## config.mk

```make
export PLATFORM = sky130hd
export DESIGN_NAME = requestor_mem_arbiter
export DESIGN_NICKNAME = d
export VERILOG_FILES = /design/src/rtl/requestor_mem_arbiter.sv
export SDC_FILE = /design/constraint.sdc
export NUM_CORES = 1
export LEC_CHECK = 0
export CORE_MARGIN = 2
export CORE_UTILIZATION = 35
export CTS_BUF_LIST = sky130_fd_sc_hd__clkbuf_16
export DETAILED_ROUTE_END_ITERATION = 8
export GPL_ROUTABILITY_DRIVEN = 0
export MAX_ROUTING_LAYER = met4
export PLACE_DENSITY = 0.83
export SYNTH_ARGS = -nofsm -noshare
export SYNTH_HDL_FRONTEND = slang
export SYNTH_SLANG_ARGS = --single-unit
```

## constraint.sdc

```tcl
create_clock -name clk -period 2.1 [get_ports clk]
set_clock_uncertainty 0.15 [all_clocks]
set_input_delay 0.21 -clock clk [delete_from_list [all_inputs] [get_ports clk]]
set_output_delay 0.21 -clock clk [all_outputs]
set_load 0.02 [all_outputs]
```

## src/rtl/requestor_mem_arbiter.sv

```systemverilog
// requestor_mem_arbiter: N-way ready/valid arbiter into a one-entry registered memory request stage, with tagged response demux.
module requestor_mem_arbiter #(
  parameter int N_REQ  = 4,
  parameter int DATA_W = 32,
  parameter int RR     = 0,
  parameter int ID_W   = (N_REQ > 1) ? $clog2(N_REQ) : 1
) (
  input  logic                      clk,
  input  logic                      reset,
  input  logic [N_REQ-1:0]          io_requestor_req_valid,
  output logic [N_REQ-1:0]          io_requestor_req_ready,
  input  logic [N_REQ*DATA_W-1:0]   io_requestor_req_bits,
  output logic [N_REQ-1:0]          io_requestor_resp_valid,
  output logic [DATA_W-1:0]         io_requestor_resp_bits,
  output logic                      io_mem_req_valid,
  input  logic                      io_mem_req_ready,
  output logic [DATA_W-1:0]         io_mem_req_bits,
  output logic [ID_W-1:0]           io_mem_req_id,
  input  logic                      io_mem_resp_valid,
  input  logic [DATA_W-1:0]         io_mem_resp_bits,
  input  logic [ID_W-1:0]           io_mem_resp_id,
  output logic                      io_err
);
  logic [ID_W-1:0] rr_ptr, gidx, j;
  logic [N_REQ-1:0] grant, resp_hit;
  logic free, xfer;
  function automatic int scan_idx(input logic [ID_W-1:0] p, input int k);
    return RR != 0 ? (int'(p) + k) % N_REQ : N_REQ - k;
  endfunction
  // Scan from lowest to highest priority so the last hit is the winner
  always_comb begin
    gidx = '0;
    j = '0;
    for (int k = N_REQ; k >= 1; k--) begin
      j = ID_W'(scan_idx(rr_ptr, k));
      if (io_requestor_req_valid[j]) gidx = j;
    end
  end
  always_comb begin
    resp_hit = '0;
    for (int k = 0; k < N_REQ; k++) resp_hit[k] = io_mem_resp_id == ID_W'(k);
  end
  assign free = !io_mem_req_valid || io_mem_req_ready;
  assign grant = |io_requestor_req_valid ? N_REQ'(1) << gidx : '0;
  assign io_requestor_req_ready = (reset || !free) ? '0 : grant;
  assign xfer = |io_requestor_req_ready;
  assign io_requestor_resp_valid = (reset || !io_mem_resp_valid) ? '0 : resp_hit;
  assign io_requestor_resp_bits = io_mem_resp_bits;
  always_ff @(posedge clk) begin
    if (reset) begin
      io_mem_req_valid <= 1'b0;
      io_mem_req_bits <= '0;
      io_mem_req_id <= '0;
      io_err <= 1'b0;
      rr_ptr <= ID_W'(N_REQ - 1);
    end else begin
      if (free) io_mem_req_valid <= xfer;
      if (xfer) begin
        io_mem_req_bits <= io_requestor_req_bits[int'(gidx)*DATA_W +: DATA_W];
        io_mem_req_id <= gidx;
        rr_ptr <= gidx;
      end
      if (io_mem_resp_valid && !(|resp_hit)) io_err <= 1'b1;
    end
  end
endmodule

```

; After elaboration in Yosys (flattened, before gate mapping)
; Index checks and enable logic that the tools add are counted.
[op_classes]
n_eq_ne = 3
shifts = 2
muxes = 6
n_reduce_logical = 12
[ops]
columns = operator, count
row1 = $shiftx A128 B8 Y32, 1
row2 = $mux W4, 3
row3 = $reduce_or A4 Y1, 3
row4 = $eq A2 B2 Y1 const B, 2
row5 = $logic_not A1 Y1, 4
row6 = $mux W2, 2
row7 = $shl A1 B2 Y4 const A, 1
row8 = $logic_or A1 B1 Y1, 3
row9 = $eq A2 B1 Y1 const B, 1
row10 = $logic_not A2 Y1, 1
row11 = $logic_and A1 B1 Y1, 1
row12 = $mux W1, 1
[totals]
reg_bits = 36
input_bits = 170
output_inout_bits = 76

; Depth between registers and ports, before layout
; Gate-level depths: netlist of run 1.
[depth]
depth_word = 7
mapped_depth = 6

; Least setup slack after synthesis of run 1
; No wires, ideal clock.
[synth_path]
kind = reg-to-output
startpoint = register io_mem_req_valid
endpoint = output io_requestor_req_ready[2]
t_arrival_ns = 1.642
required_ns = 1.740
setup_slack_ns = 0.098
stages_incl_launch_ff = 5
path_cell_list = dfxtp_1 nor2b_1 buf_2 buf_1 nor4b_1
[synth_via]
elab_chain_len = 5
[synth_rtl]
columns = item, line
row1 = from (decl), 15  ; output logic io_mem_req_valid,
row2 = from (signal assigned), 57  ; if (free) io_mem_req_valid <= xfer;
row3 = $logic_not A1 Y1, 43  ; assign free = !io_mem_req_valid || io_mem_req_ready;
row4 = $logic_or A1 B1 Y1, 43
row5 = $logic_not A1 Y1, 45  ; assign io_requestor_req_ready = (reset || !free) ? '0 : grant;
row6 = $logic_or A1 B1 Y1, 45
row7 = $mux W4, 45
row8 = to (decl), 11  ; output logic [N_REQ-1:0] io_requestor_req_ready,
; Every way passes these cells.

; Final worst setup path of run 1
[layout_path]
startpoint = input io_mem_req_ready
endpoint = output io_requestor_req_ready[3]
[layout_via]
elab_chain_len = 4
[layout_rtl]
columns = item, line
row1 = from (decl), 16  ; input logic io_mem_req_ready,
row2 = $logic_or A1 B1 Y1, 43
row3 = $logic_not A1 Y1, 45
row4 = $logic_or A1 B1 Y1, 45
row5 = $mux W4, 45
; Every way passes these cells.

==> results.cfg, run 1 <==
[synth]
syn_area_um2 = 3240
synth_edf_count = 0
yosysWarnings = 0
netlist.area_leader.share = 0.222
synth_top_area_cell = dfxtp_1
yosys_register_bits = 36
syn_nets = 527
ys_seq_area_frac = 0.222
synth_common_cells = buf_4 (38), dfxtp_1 (36), nor2b_1 (35)
avgSynthCellArea_um2 = 9.09
yosysUniqueCellTypes = 28
synthFlopType = dfxtp_1
yosys-top-cells-area = dfxtp_1 (22%), o31ai_4 (20%), buf_4 (8.8%)
synth_most_common_cell = buf_4
synthCells = 357
async_flop_share = 0

[route]
ant_nets = 0
wl_per_cell_um = 15.7
wl_um = 9410
dr_total_vias = 3082
viasPerCell = 5.14
drtPass1Iterations = 4
drc = 0
drt_iter0_drc = 55

[worst_setup_path]
cp_max_fo = 3
crit_chain = clkdlybuf4s50_1 -> nand2b_1 -> and3_1 -> clkdlybuf4s50_1
end_kind = output port
max_stage_delay_ps = 620
r2r-start = io_mem_req_valid
r2r_slack_ps = 420
cpMostUsedCell = clkdlybuf4s50_1
crit_type = input pin to output port
crit_slowest_cell = clkdlybuf4s50_1
critPathRequiredTime_ps = 1740
worstReg2RegEnd = io_mem_req_bits[26]
arrival_ps = 1690
start_kind = input pin
ff2ff_path_depth = 5

[clock_network]
hold_buffers = 0
cts_setup_buffers = 0
cts_sinks = 36
cts-buffers-inserted = 5
ctsHtreeMaxLevel = 2
cts_buffer_depth = 2
clk_root_buffer_cell = clkbuf_16
clk-insertion-delay-late_ps = 270
tritoncts = done

[floorplanning]
ios = 246
die_h_um = 100
die_w_um = 100
rows = 35
start_util = 0.356
core-area_um2 = 9110
die-area_um2 = 10100

[timing]
period_needed_ps = 2050
hold_viol = 0
whs_ps = 270
relSlewSlack = 0.678
fmax_ghz = 0.489
timing.final.crit_share = 0.974
rsz0062_at_grt = false
setup_tns_ps = 0
setup_viol = 0
slew_violations = 0
tightest_slew_ps = 483

[finish]
final_cells = 600
multiInputGateArea_um2 = 2050
area_delta_synth_final_pct = 54.1
final_util = 0.549
layout.nets = 661
drive_above_1_share = 0.121
seqCellArea_um2 = 721
antenna_cells = 0
num-fill-cells = 851

[global_routing]
grt_max_degree = 69
gr-total-overflow = 0
grt_pass1_vias = 3259
grt_pass1_wl_um = 15100
antenna_found_initial = 0
grt_usage = 0.190

[pwr]
leakage_nw = 1.75
p_per_area_nw_per_um2 = 468
power_switching_mw = 0.656
ir_worst_vdd_v = 0.000306
p_int_mw = 1.68
power.share.combinational = 0.385
swShare = 0.281
pwr-share-clk = 0.285
seqPwrFrac = 0.330
p_total_mw = 2.34

[min_path]
hold-path-cell-count = 0
worstHoldStart = io_mem_resp_bits[14]
min_to = io_requestor_resp_bits[14]
hold_path_class = input pin to output port

[placed_design]
placed_cells = 595
io_buffers = 181
hpwl_um = 7200

[job]
cap_violations = 0

[run_status]
status = complete, no violations
==> cell usage in the layout, fill, tap and decap left out, drive strengths merged, types with 5 or more instances in the layout <==
cell type      synthesis  final
o211ai                32     32
nor3b                 32     32
nor2b                 35     35
nand2                 33     33
clkdlybuf4s50          0    173
dlygate4sd2            0      5
buf                   53     19
clkbuf                18      5
o31a                  32     32
dfxtp                 36     36
nor2                  34     34
o31ai                 33     33
==> power by group through the flow <==
stage | sequential (mW) | combinational [mW] | clock [mW]
floorplan | 0.855 | 0.485 | 0
global placement | 0.783 | 0.897 | 0
detailed placement | 0.786 | 0.910 | 0
CTS | 0.772 | 0.911 | 0.699
global route | 0.778 | 0.961 | 0.723
finish | 0.772 | 0.901 | 0.665
==> state kept, by name (all words and copies together), names as in the netlist <==
signal and cells:
io_mem_req_id 2, io_err 1, io_mem_req_valid 1, io_mem_req_bits 32
==> final cells by class <==
cell class,instances,area share
repair buffers,198,0.393
multi-input cells,249,0.410
flip-flops and latches,36,0.144
inverters,1,0.000751
clock buffers,5,0.0250
well taps,111,0.0278
==> stage by stage <==
step                      setup slack [ps]  area, um^2
after floorplan                       98.0        3240
after global placement                -130        4880
after detailed placement              -132        4880
after CTS                             2.49        5000
after global routing                  1.79        5000
final                                 53.8        5000
==> layer usage <==
metal / track usage / share of wire
met1: 0.199 / 0.38
met2: 0.354 / 0.53
met3: 0.0425 / 0.080
met4: 0.0558 / 0.012
met5: - / 0
==> worst max-delay path, delay by kind of cell <==
family                 cells  cell delay, ps
AND/OR/NAND/NOR            2             320
buffers and inverters      2            1150
==> logic make-up after synthesis <==
kind of cell | after synthesis | share of synthesized area
compound gates | 102 | 0.372
buf+inv | 72 | 0.150
simple gates | 147 | 0.256
flops | 36 | 0.222
==> worst max path at each step <==
stage / startpoint / endpoint / cells past startpoint
2_1_floorplan: io_mem_req_valid / io_requestor_req_ready[2] / 4
3_3_place_gp: io_requestor_req_valid[1] / io_requestor_req_ready[0] / 4
3_5_place_dp: io_requestor_req_valid[1] / io_requestor_req_ready[0] / 4
4_1_cts: reset / io_requestor_resp_valid[0] / 4
5_1_grt: io_mem_req_ready / io_requestor_req_ready[3] / 4
6_report: io_mem_req_ready / io_requestor_req_ready[3] / 4
==> what timing repair did <==
action,in CTS,in global routing
resized for setup,5,1
pin swaps,0,0
endpoints found under the setup margin,5,1
endpoints found under the hold margin,0,0
No activity file was read; power rests on OpenSTA's default activity.
==> run 2, diff against run 1 <==
- CORE_MARGIN: 2 -> 3
- MAX_ROUTING_LAYER: met4 -> unset
==> run 2 against run 1 <==
Compared with the run above: the flow now finishes with violations (negative setup slack); largest cell class unchanged; sequential share of layout area shrank 0.090 points; die area grew 4.0%; design area up 0.63%; core utilization rose by 2.0 points; total power grew 1.7%; routed wire length is 8.7% higher; fmax decreased by 3.8%; critical path type unchanged; largest power group unchanged.
==> results.cfg, run 2 (synthesis gave the netlist of run 1 again) <==
[run_status]
status = finished with violations
violations = negative setup slack

[clock_network]
cts_buffer_depth = 2
clk_root_buffer_cell = clkbuf_16
cts_sinks = 36
hold_buffers = 0
ctsHtreeMaxLevel = 2
cts_setup_buffers = 0
cts-buffers-inserted = 5
tritoncts = done
clk-insertion-delay-late_ps = 270

[worst_setup_path]
crit_type = input pin to output port
r2r-start = io_mem_req_valid
ff2ff_path_depth = 4
start_kind = input pin
end_kind = output port
r2r_slack_ps = 510
cpMostUsedCell = clkdlybuf4s50_1
crit_chain = clkdlybuf4s50_1 -> buf_4 -> nor4bb_1 -> clkdlybuf4s50_1
critPathRequiredTime_ps = 1740
worstReg2RegEnd = io_mem_req_bits[21]
critPathTopFamily = buffers and inverters
max_stage_delay_ps = 660
cp_max_fo = 9
crit_slowest_cell = clkdlybuf4s50_1
critical_path_buf_inv_count = 3
arrival_ps = 1770

[floorplanning]
start_util = 0.367
die_h_um = 102
ios = 246
die_w_um = 102
die-area_um2 = 10500
rows = 34
core-area_um2 = 8850

[global_routing]
gr-total-overflow = 0
antenna_found_initial = 0
grt_usage = 0.188
grt_max_degree = 37
grt_pass1_vias = 3308
grt_pass1_wl_um = 15700

[finish]
antenna_cells = 0
final_util = 0.569
multiInputGateArea_um2 = 2050
seqCellArea_um2 = 721
layout.nets = 663
area_delta_synth_final_pct = 55.1
top_regs = io_mem_req_bits (32), io_mem_req_id (2)
final_common_cell = clkdlybuf4s50_1
final_cell_mix = clkdlybuf4s50_1 (174), dfxtp_1 (36), nor2_1 (34), nor2b_1 (34), nand2_1 (33)
largest_reg_flops = 32
regMostFlops = io_mem_req_bits
drive_above_1_share = 0.123
num-fill-cells = 810

[timing]
setup_slack_ps = -27.7
period_needed_ps = 2130
slew_violations = 0
timing.final.crit_share = 1.01
hold_viol = 0
relSlewSlack = 0.731
fmax_ghz = 0.470
tightest_slew_ps = 404
setup_tns_ps = -27.7
setup_viol = 1

[min_path]
hold_path_class = input pin to output port
min_to = io_requestor_resp_bits[10]
hold-path-cell-count = 0
worstHoldStart = io_mem_resp_bits[10]

[route]
drc = 0
drtPass1Iterations = 4
wl_per_cell_um = 17.0
ant_nets = 0
drt_iter0_drc = 64
wl_um = 10200
dr_total_vias = 3158
viasPerCell = 5.25

[job]
cap_violations = 0

[pwr]
leakage_nw = 1.80
p_total_mw = 2.38
p_per_area_nw_per_um2 = 473
ir_worst_vdd_v = 0.000289

[placed_design]
hpwl_um = 7850
io_buffers = 181
## run 2: cell types whose count changed in the layout (fill, tap and decap cells not counted)
| cell | previous run | this run |
|---|---|---|
| buf_4 | 14 | 16 |
| clkdlybuf4s50_1 | 173 | 174 |
| clkinv_1 | 0 | 1 |
| dlygate4sd2_1 | 5 | 2 |
| dlymetal6s2s_1 | 1 | 3 |
| inv_1 | 0 | 2 |
## run 2: timing repair
item	4_1_cts	5_1_grt
endpoints found under the setup margin	2	3
gates resized for setup	2	3
hold endpoints to repair	0	0
## run 2: routing by layer
metal	share of wire	track usage	vias up
met5	0	0	-
met4	0.0091	0.0494	0
met3	0.078	0.0396	10
met2	0.53	0.359	145
met1	0.39	0.208	1474
li1	-	-	1529
## run 2: final cells by class
type,instances,share of cell area
clock inverters,3,0.00224
inverters,1,0.000746
multi-input cells,249,0.407
flip-flops and latches,36,0.143
clock buffers,5,0.0249
repair buffers,200,0.395
well taps,108,0.0269
## run 2: how the worst max path moves through the flow
stage	cells after the start	end	from	slack (ps)
2_1_floorplan	4	io_requestor_req_ready[2]	io_mem_req_valid	100
3_3_place_gp	4	io_requestor_req_ready[0]	io_requestor_req_valid[1]	-80
3_5_place_dp	4	io_requestor_req_ready[0]	io_requestor_req_valid[1]	-100
4_1_cts	4	io_requestor_resp_valid[0]	reset	9
5_1_grt	4	io_requestor_resp_valid[1]	reset	-70
6_report	4	io_requestor_resp_valid[1]	reset	-30
## run 2: where the power goes
group,leakage [nW],switching [mW],internal [mW]
registers,0.298,0.0297,0.742
clock network,0.0738,0.267,0.426
logic,1.42,0.388,0.524
## run 2: metrics by stage
step                      hold WS, ps  area [um^2]  worst slack (ps)  std cells
final                             270         5030             -27.7        602
after CTS                         270         5020              8.77        602
after global routing              270         5030             -73.8        602
after floorplan                   243         3240              98.0        357
after detailed placement          270         4890             -96.3        594
after global placement            270         4890             -78.0        594
